`src/rtl/csa_pkg.sv`:
```
// Shared definitions for the carry-select result selector.
//   DefWidth / DefNseg : default segment width and segment count
//   state_e            : sequencing states of csa_select
package csa_pkg;

    localparam int unsigned DefWidth = 8;
    localparam int unsigned DefNseg  = 4;

    typedef enum logic [1:0] {
        StIdle,
        StResolve,
        StDone
    } state_e;

endpackage

```
`src/rtl/seg_select.sv`:
```
// One carry-select segment: picks the candidate sum and carry-out that match
// the incoming carry and flags an impossible candidate pair.
//   carry       : carry into this segment
//   s1_seg      : candidate sum assuming carry-in 0
//   s2_seg      : candidate sum assuming carry-in 1
//   c_out1_bit  : candidate carry-out assuming carry-in 0
//   c_out2_bit  : candidate carry-out assuming carry-in 1
//   sum_seg     : selected sum
//   carry_next  : selected carry-out
//   err_bit     : carry-out with carry-in 0 set but with carry-in 1 clear
module seg_select
    import csa_pkg::*;
#(
    parameter int unsigned WIDTH = DefWidth
) (
    input  logic             carry,
    input  logic [WIDTH-1:0] s1_seg,
    input  logic [WIDTH-1:0] s2_seg,
    input  logic             c_out1_bit,
    input  logic             c_out2_bit,
    output logic [WIDTH-1:0] sum_seg,
    output logic             carry_next,
    output logic             err_bit
);

    always_comb begin
        sum_seg    = carry ? s2_seg : s1_seg;
        carry_next = carry ? c_out2_bit : c_out1_bit;
        // Adding one more can never remove a carry-out; flag it independent of carry.
        err_bit    = c_out1_bit & ~c_out2_bit;
    end

endmodule

```
`src/rtl/csa_select.sv`:
```
// Sequential carry-select resolver. Accepts a bundle of per-segment candidate
// sums/carries, then walks the segments LSB first, one per cycle, selecting
// each by the running carry through a single shared seg_select.
//   clk, rst             : clock, asynchronous active-high reset
//   in_valid / in_ready  : candidate bundle handshake (ready only in idle)
//   c_in                 : carry into segment 0
//   s1, s2               : candidate sums for carry-in 0 / 1, segment k at [k*WIDTH +: WIDTH]
//   c_out1, c_out2       : candidate carry-outs for carry-in 0 / 1
//   out_valid / out_ready: result handshake
//   sum, c_out, err      : selected sum, final carry, inconsistent-candidate flag
module csa_select
    import csa_pkg::*;
#(
    parameter int unsigned WIDTH = DefWidth,
    parameter int unsigned NSEG  = DefNseg
) (
    input  logic                 clk,
    input  logic                 rst,
    input  logic                 in_valid,
    output logic                 in_ready,
    input  logic                 c_in,
    input  logic [NSEG*WIDTH-1:0] s1,
    input  logic [NSEG*WIDTH-1:0] s2,
    input  logic [NSEG-1:0]      c_out1,
    input  logic [NSEG-1:0]      c_out2,
    output logic                 out_valid,
    input  logic                 out_ready,
    output logic [NSEG*WIDTH-1:0] sum,
    output logic                 c_out,
    output logic                 err
);

    localparam int unsigned     CntW    = (NSEG > 1) ? $clog2(NSEG) : 1;
    localparam logic [CntW-1:0] LastSeg = CntW'(NSEG - 1);

    state_e state_q, state_d;

    logic [NSEG-1:0][WIDTH-1:0] s1_q, s2_q, sum_q;
    logic [NSEG-1:0]            c_out1_q, c_out2_q;
    logic [CntW-1:0]            cnt_q;
    logic                       carry_q;
    logic                       err_q;
    logic                       accept;

    logic [WIDTH-1:0] seg_sum;
    logic             seg_carry;
    logic             seg_err;

    assign accept = in_valid & in_ready;

    // State register
    always_ff @(posedge clk or posedge rst) begin
        if (rst) begin
            state_q <= StIdle;
        end else begin
            state_q <= state_d;
        end
    end

    // Next-state logic
    always_comb begin
        state_d = state_q;
        case (state_q)
            StIdle:    if (in_valid)          state_d = StResolve;
            StResolve: if (cnt_q == LastSeg)  state_d = StDone;
            StDone:    if (out_ready)         state_d = StIdle;
            default:                          state_d = StIdle;
        endcase
    end

    // Outputs decoded from state
    always_comb begin
        in_ready  = (state_q == StIdle);
        out_valid = (state_q == StDone);
    end

    seg_select #(
        .WIDTH (WIDTH)
    ) u_seg_select (
        .carry      (carry_q),
        .s1_seg     (s1_q[cnt_q]),
        .s2_seg     (s2_q[cnt_q]),
        .c_out1_bit (c_out1_q[cnt_q]),
        .c_out2_bit (c_out2_q[cnt_q]),
        .sum_seg    (seg_sum),
        .carry_next (seg_carry),
        .err_bit    (seg_err)
    );

    // Datapath: candidates captured on acceptance, one segment resolved per cycle.
    always_ff @(posedge clk or posedge rst) begin
        if (rst) begin
            s1_q     <= '0;
            s2_q     <= '0;
            c_out1_q <= '0;
            c_out2_q <= '0;
            sum_q    <= '0;
            cnt_q    <= '0;
            carry_q  <= 1'b0;
            err_q    <= 1'b0;
        end else if (accept) begin
            s1_q     <= s1;
            s2_q     <= s2;
            c_out1_q <= c_out1;
            c_out2_q <= c_out2;
            cnt_q    <= '0;
            carry_q  <= c_in;
            err_q    <= 1'b0;
        end else if (state_q == StResolve) begin
            sum_q[cnt_q] <= seg_sum;
            carry_q      <= seg_carry;
            err_q        <= err_q | seg_err;
            // Saturate on the last segment so the index stays in range.
            if (cnt_q != LastSeg) begin
                cnt_q <= cnt_q + CntW'(1);
            end
        end
    end

    assign sum   = sum_q;
    assign c_out = carry_q;
    assign err   = err_q;

endmodule
```
`config.mk`:
```
export PLATFORM = sky130hd
export DESIGN_NAME = csa_select
export DESIGN_NICKNAME = d
export VERILOG_FILES = /design/src/rtl/csa_pkg.sv /design/src/rtl/seg_select.sv /design/src/rtl/csa_select.sv
export SDC_FILE = /design/constraint.sdc
export NUM_CORES = 1
export LEC_CHECK = 0
export ABC_AREA = 1
export CAP_MARGIN = 20
export CORE_ASPECT_RATIO = 2
export CORE_MARGIN = 5
export CORE_UTILIZATION = 25
export DETAILED_ROUTE_END_ITERATION = 7
export RECOVER_POWER = 25
export SLEW_MARGIN = 20
export SYNTH_ARGS = -nofsm -noshare
export SYNTH_HDL_FRONTEND = slang
export SYNTH_SLANG_ARGS = --single-unit
export TNS_END_PERCENT = 30
```
`constraint.sdc`:
```
create_clock -name clk -period 5.11 [get_ports clk]
set_clock_uncertainty 0.2 [all_clocks]
set_input_delay 1.022 -clock clk [delete_from_list [all_inputs] [get_ports clk]]
set_output_delay 1.022 -clock clk [all_outputs]
set_load 0.02 [all_outputs]
```
==> results.yml <==
grt:
  antenna_found_initial: 0
  grt_pass1_vias: 4501
  global_route.usage.total_pct: 13.5
  overflow: 0
  wire_length_of_the_first_global_routing_pass_um: 23500
  largest_net_degree_at_the_start_of_global_routing: 79
route:
  drt_iter0_drc: 294
  viasPerCell: 4.22
  dr.pass1.iters: 4
  drcViolationCount: 0
  drtAntennaViolNets: 0
  wl_per_cell_um: 14.9
  detailroute.via_count: 4194
  totalWireLength_um: 14800
critical_path:
  worst-endpoint-required_ns: 5.42
  critPathMaxStageDelay_ns: 1.48
  critPathKind: "in2async"
  timing.critical_path.max_delay_family: "buffers and inverters"
  worst_r2r_path_cells: 6
  timing.critical_path.fanout_max: 61
  cp_data_arrival_time_ns: 3.65
  critPathSlowestCell: "clkinvlp_2"
  cp_cell_sequence: "dlygate4sd3_1, clkinvlp_2, buf_4"
  critical_path.reg2reg.endpoint: "sum[25]$_DFFE_PP0P_"
  crit_buf_inv: 3
  timing.critical_path.to_type: "asynchronous set/reset pin"
  worst_r2r_startpoint: "cnt_q[0]$_DFFE_PP0P_"
  timing.reg2reg.setup_slack_ns: 2.59
  worstSetupStartpointType: "primary input"
floorplan:
  die_h_um: 210
  die-width_um: 110
  initial_core_util_pct: 25.2
  ioPinCount: 113
  placeableCoreArea_um2: 19800
  dieArea_um2: 23100
  placement_rows: 73
placed_design:
  routability_driven_placement_congestion_ratio: 0.830
  io_buffer_count: 112
  detailedPlacementHpwl_um: 11400
  post-place-cells: 977
  pre_cts_ws_ns: 1.87
synthesis:
  ys_warn_count: 0
  synth.distinct_cells: 17
  mappedNetlistArea_um2: 4990
  syn_inst: 626
  synth_net_count: 707
  synth_sequential_area_ratio_pct: 55.1
  synth-seq-cells: 110
  syn_area_per_cell_um2: 7.98
clock_network:
  clockBufferDepth: 2
  cts.clk_slew.worst_paths_ns: 0.07
  clock_tree.htree_level_count: 3
  cts_resized: 0
  cts_tree: "yes"
  cts_sinks: 110
  clk_root_buffer_cell: "clkbuf_16"
  tritoncts.num_buffers: 9
  clk_latency_ns: 0.35
  post-cts-setup-buffer-count: 0
  holdBufCountCts: 0
power_and_ir_drop:
  internal-power_mw: 2.39
  portion_of_total_power_attributed_to_sequential_cells_pct: 36.0
  leakagePower_nw: 3.18
  comb_power_share_pct: 46.9
  power.share.clock_pct: 17.2
  vdd.ir_drop.worst_mv: 0.208
  power.total_mw: 4.19
  switching_share_pct: 42.9
  cellPowerDensity_nw_per_um2: 634
  power_switching_mw: 1.80
min_path:
  worstHoldEndpoint: "s2_q[1]$_DFFE_PP0N_"
  worst_hold_path.num_cells: 2
  holdCritPathClass: "reg2reg"
  hold_start: "s2_q[1]$_DFFE_PP0N_"
sta:
  final.setup.worst_slack_ns: 1.76
  totalNegativeSetupSlack_ns: 0
  worst_pin_slew_ns: 2.64
  finalCritPeriodShare_pct: 65.5
  slew-limit-headroom_pct: -76.9
  finalHoldWorstSlack_ns: 0.279
  timing.final.crit_period_ns: 3.35
  fmax_mhz: 299
  finalSetupViolations: 0
  maxSlewViolCount: 62
  grt_setup_unrepaired: "false"
  hold_violations: 0
cells_and_area:
  antenna-diode-count: 0
  syn2layout_area_growth_pct: 32.2
  nFillCells: 2100
  fin_cells: 993
  drive_above_1_share_pct: 4.65
  finalNetCount: 807
status:
  failed_checks: "capacitance limit, slew limit"
  result_of_the_run: "finished, violations left"
job:
  number_of_max_cap_violations: 1
[metrics by stage]
stage | cell area (um^2) | util [%]
2_1_floorplan | 4990 | -
3_3_place_gp | 6300 | 31.8
3_5_place_dp | 6300 | 31.8
4_1_cts | 6610 | 33.3
5_1_grt | 6600 | 33.3
6_report | 6600 | 33.3
[cell families (layout without fill, tap and decap cells)]
group,count (synthesis),in the layout,synth area share [%]
compound gates,61,61,6.16
flops,110,110,55.1
buf+inv,98,203,8.92
fa+ha+maj,4,4,1.00
simple gates,353,353,28.8
[metal layers]
| metal | wire [um] | up-vias | share of wire [%] | track usage (%) |
|---|---|---|---|---|
| li1 | - | 2138 | - | - |
| met1 | 5410 | 1939 | 37 | 14.8 |
| met2 | 8270 | 94 | 56 | 24.7 |
| met3 | 602 | 23 | 4.1 | 2.03 |
| met4 | 486 | 0 | 3.3 | 6.28 |
| met5 | 0 | - | 0 | 0 |
[cells in the mapped netlist]
master	number	area, um^2
clkbuf_1	2	7.51
o21ai_0	9	45.0
nor2_1	17	63.8
ha_1	4	50.1
nor2_2	2	12.5
buf_4	15	113
nand2_2	3	18.8
buf_6	1	11.3
nand3_1	80	400
inv_2	7	26.3
o31ai_1	1	7.51
buf_2	11	55.1
dfrtp_1	110	2750
clkinv_1	1	3.75
nand2_1	251	942
o21ai_1	51	255
inv_1	61	229
[worst max path at each step]
stage                                  from              endpoint  slack, ns  cells after the start
after detailed placement           in_valid     c_out$_DFFE_PP0P_       1.87                      8
after global routing                    rst  s2_q[19]$_DFFE_PP0N_       1.28                      3
final                                   rst  s2_q[19]$_DFFE_PP0N_       1.76                      3
after global placement             in_valid     c_out$_DFFE_PP0P_       1.87                      8
after CTS                 c_out$_DFFE_PP0P_                 c_out       2.18                      1
after floorplan                         rst     c_out$_DFFE_PP0P_       0.99                      1
[flip-flops by register name, indices dropped and copies added (netlist names)]
name / cells
c_out2_q: 4
c_out: 1
c_out1_q: 4
s2_q: 32
sum: 32
s1_q: 32
cnt_q: 2
state_q: 2
err: 1
[power groups by stage]
stage	sequential (mW)	clock (mW)	combinational, mW
finish	1.51	0.719	1.96
global placement	1.52	0	1.96
global route	1.56	0.763	2.24
detailed placement	1.53	0	1.99
floorplan	1.59	0	1.23
CTS	1.51	0.732	2.00
[layout by cell type (no fill, tap or decap)]
master,netlist,final
buf_4,15,6
bufinv_16,0,1
clkbuf_16,0,9
clkdlybuf4s50_1,0,111
clkinv_1,1,1
clkinv_2,0,2
clkinv_4,0,1
clkinvlp_2,0,1
clkinvlp_4,0,1
dfrtp_1,110,110
dlygate4sd3_1,0,1
ha_1,4,4
inv_1,61,60
inv_2,7,6
inv_6,0,3
nand2_1,251,251
nand2_2,3,3
nand3_1,80,80
nor2_1,17,18
nor2_2,2,1
o21ai_0,9,9
o21ai_1,51,51
o31ai_1,1,1
[final cells by class]
type                            instances  area (um^2)  area share [%]
Sequential cell                       110         2750            41.7
Multi-Input combinational cell        418         1790            27.2
Timing Repair Buffer                  118         1170            17.7
Tap cell                              262          328            4.96
Inverter                               69          262            3.96
Clock buffer                            9          225            3.41
Clock inverter                          7         77.6            1.17
[worst min-delay path: stages (launching register included)]
cell and delay [ns]:
dfrtp_1 0.34, nand2_1 0.05, nand2_1 0.05
Note: power is estimated with default switching activity, not from simulation.
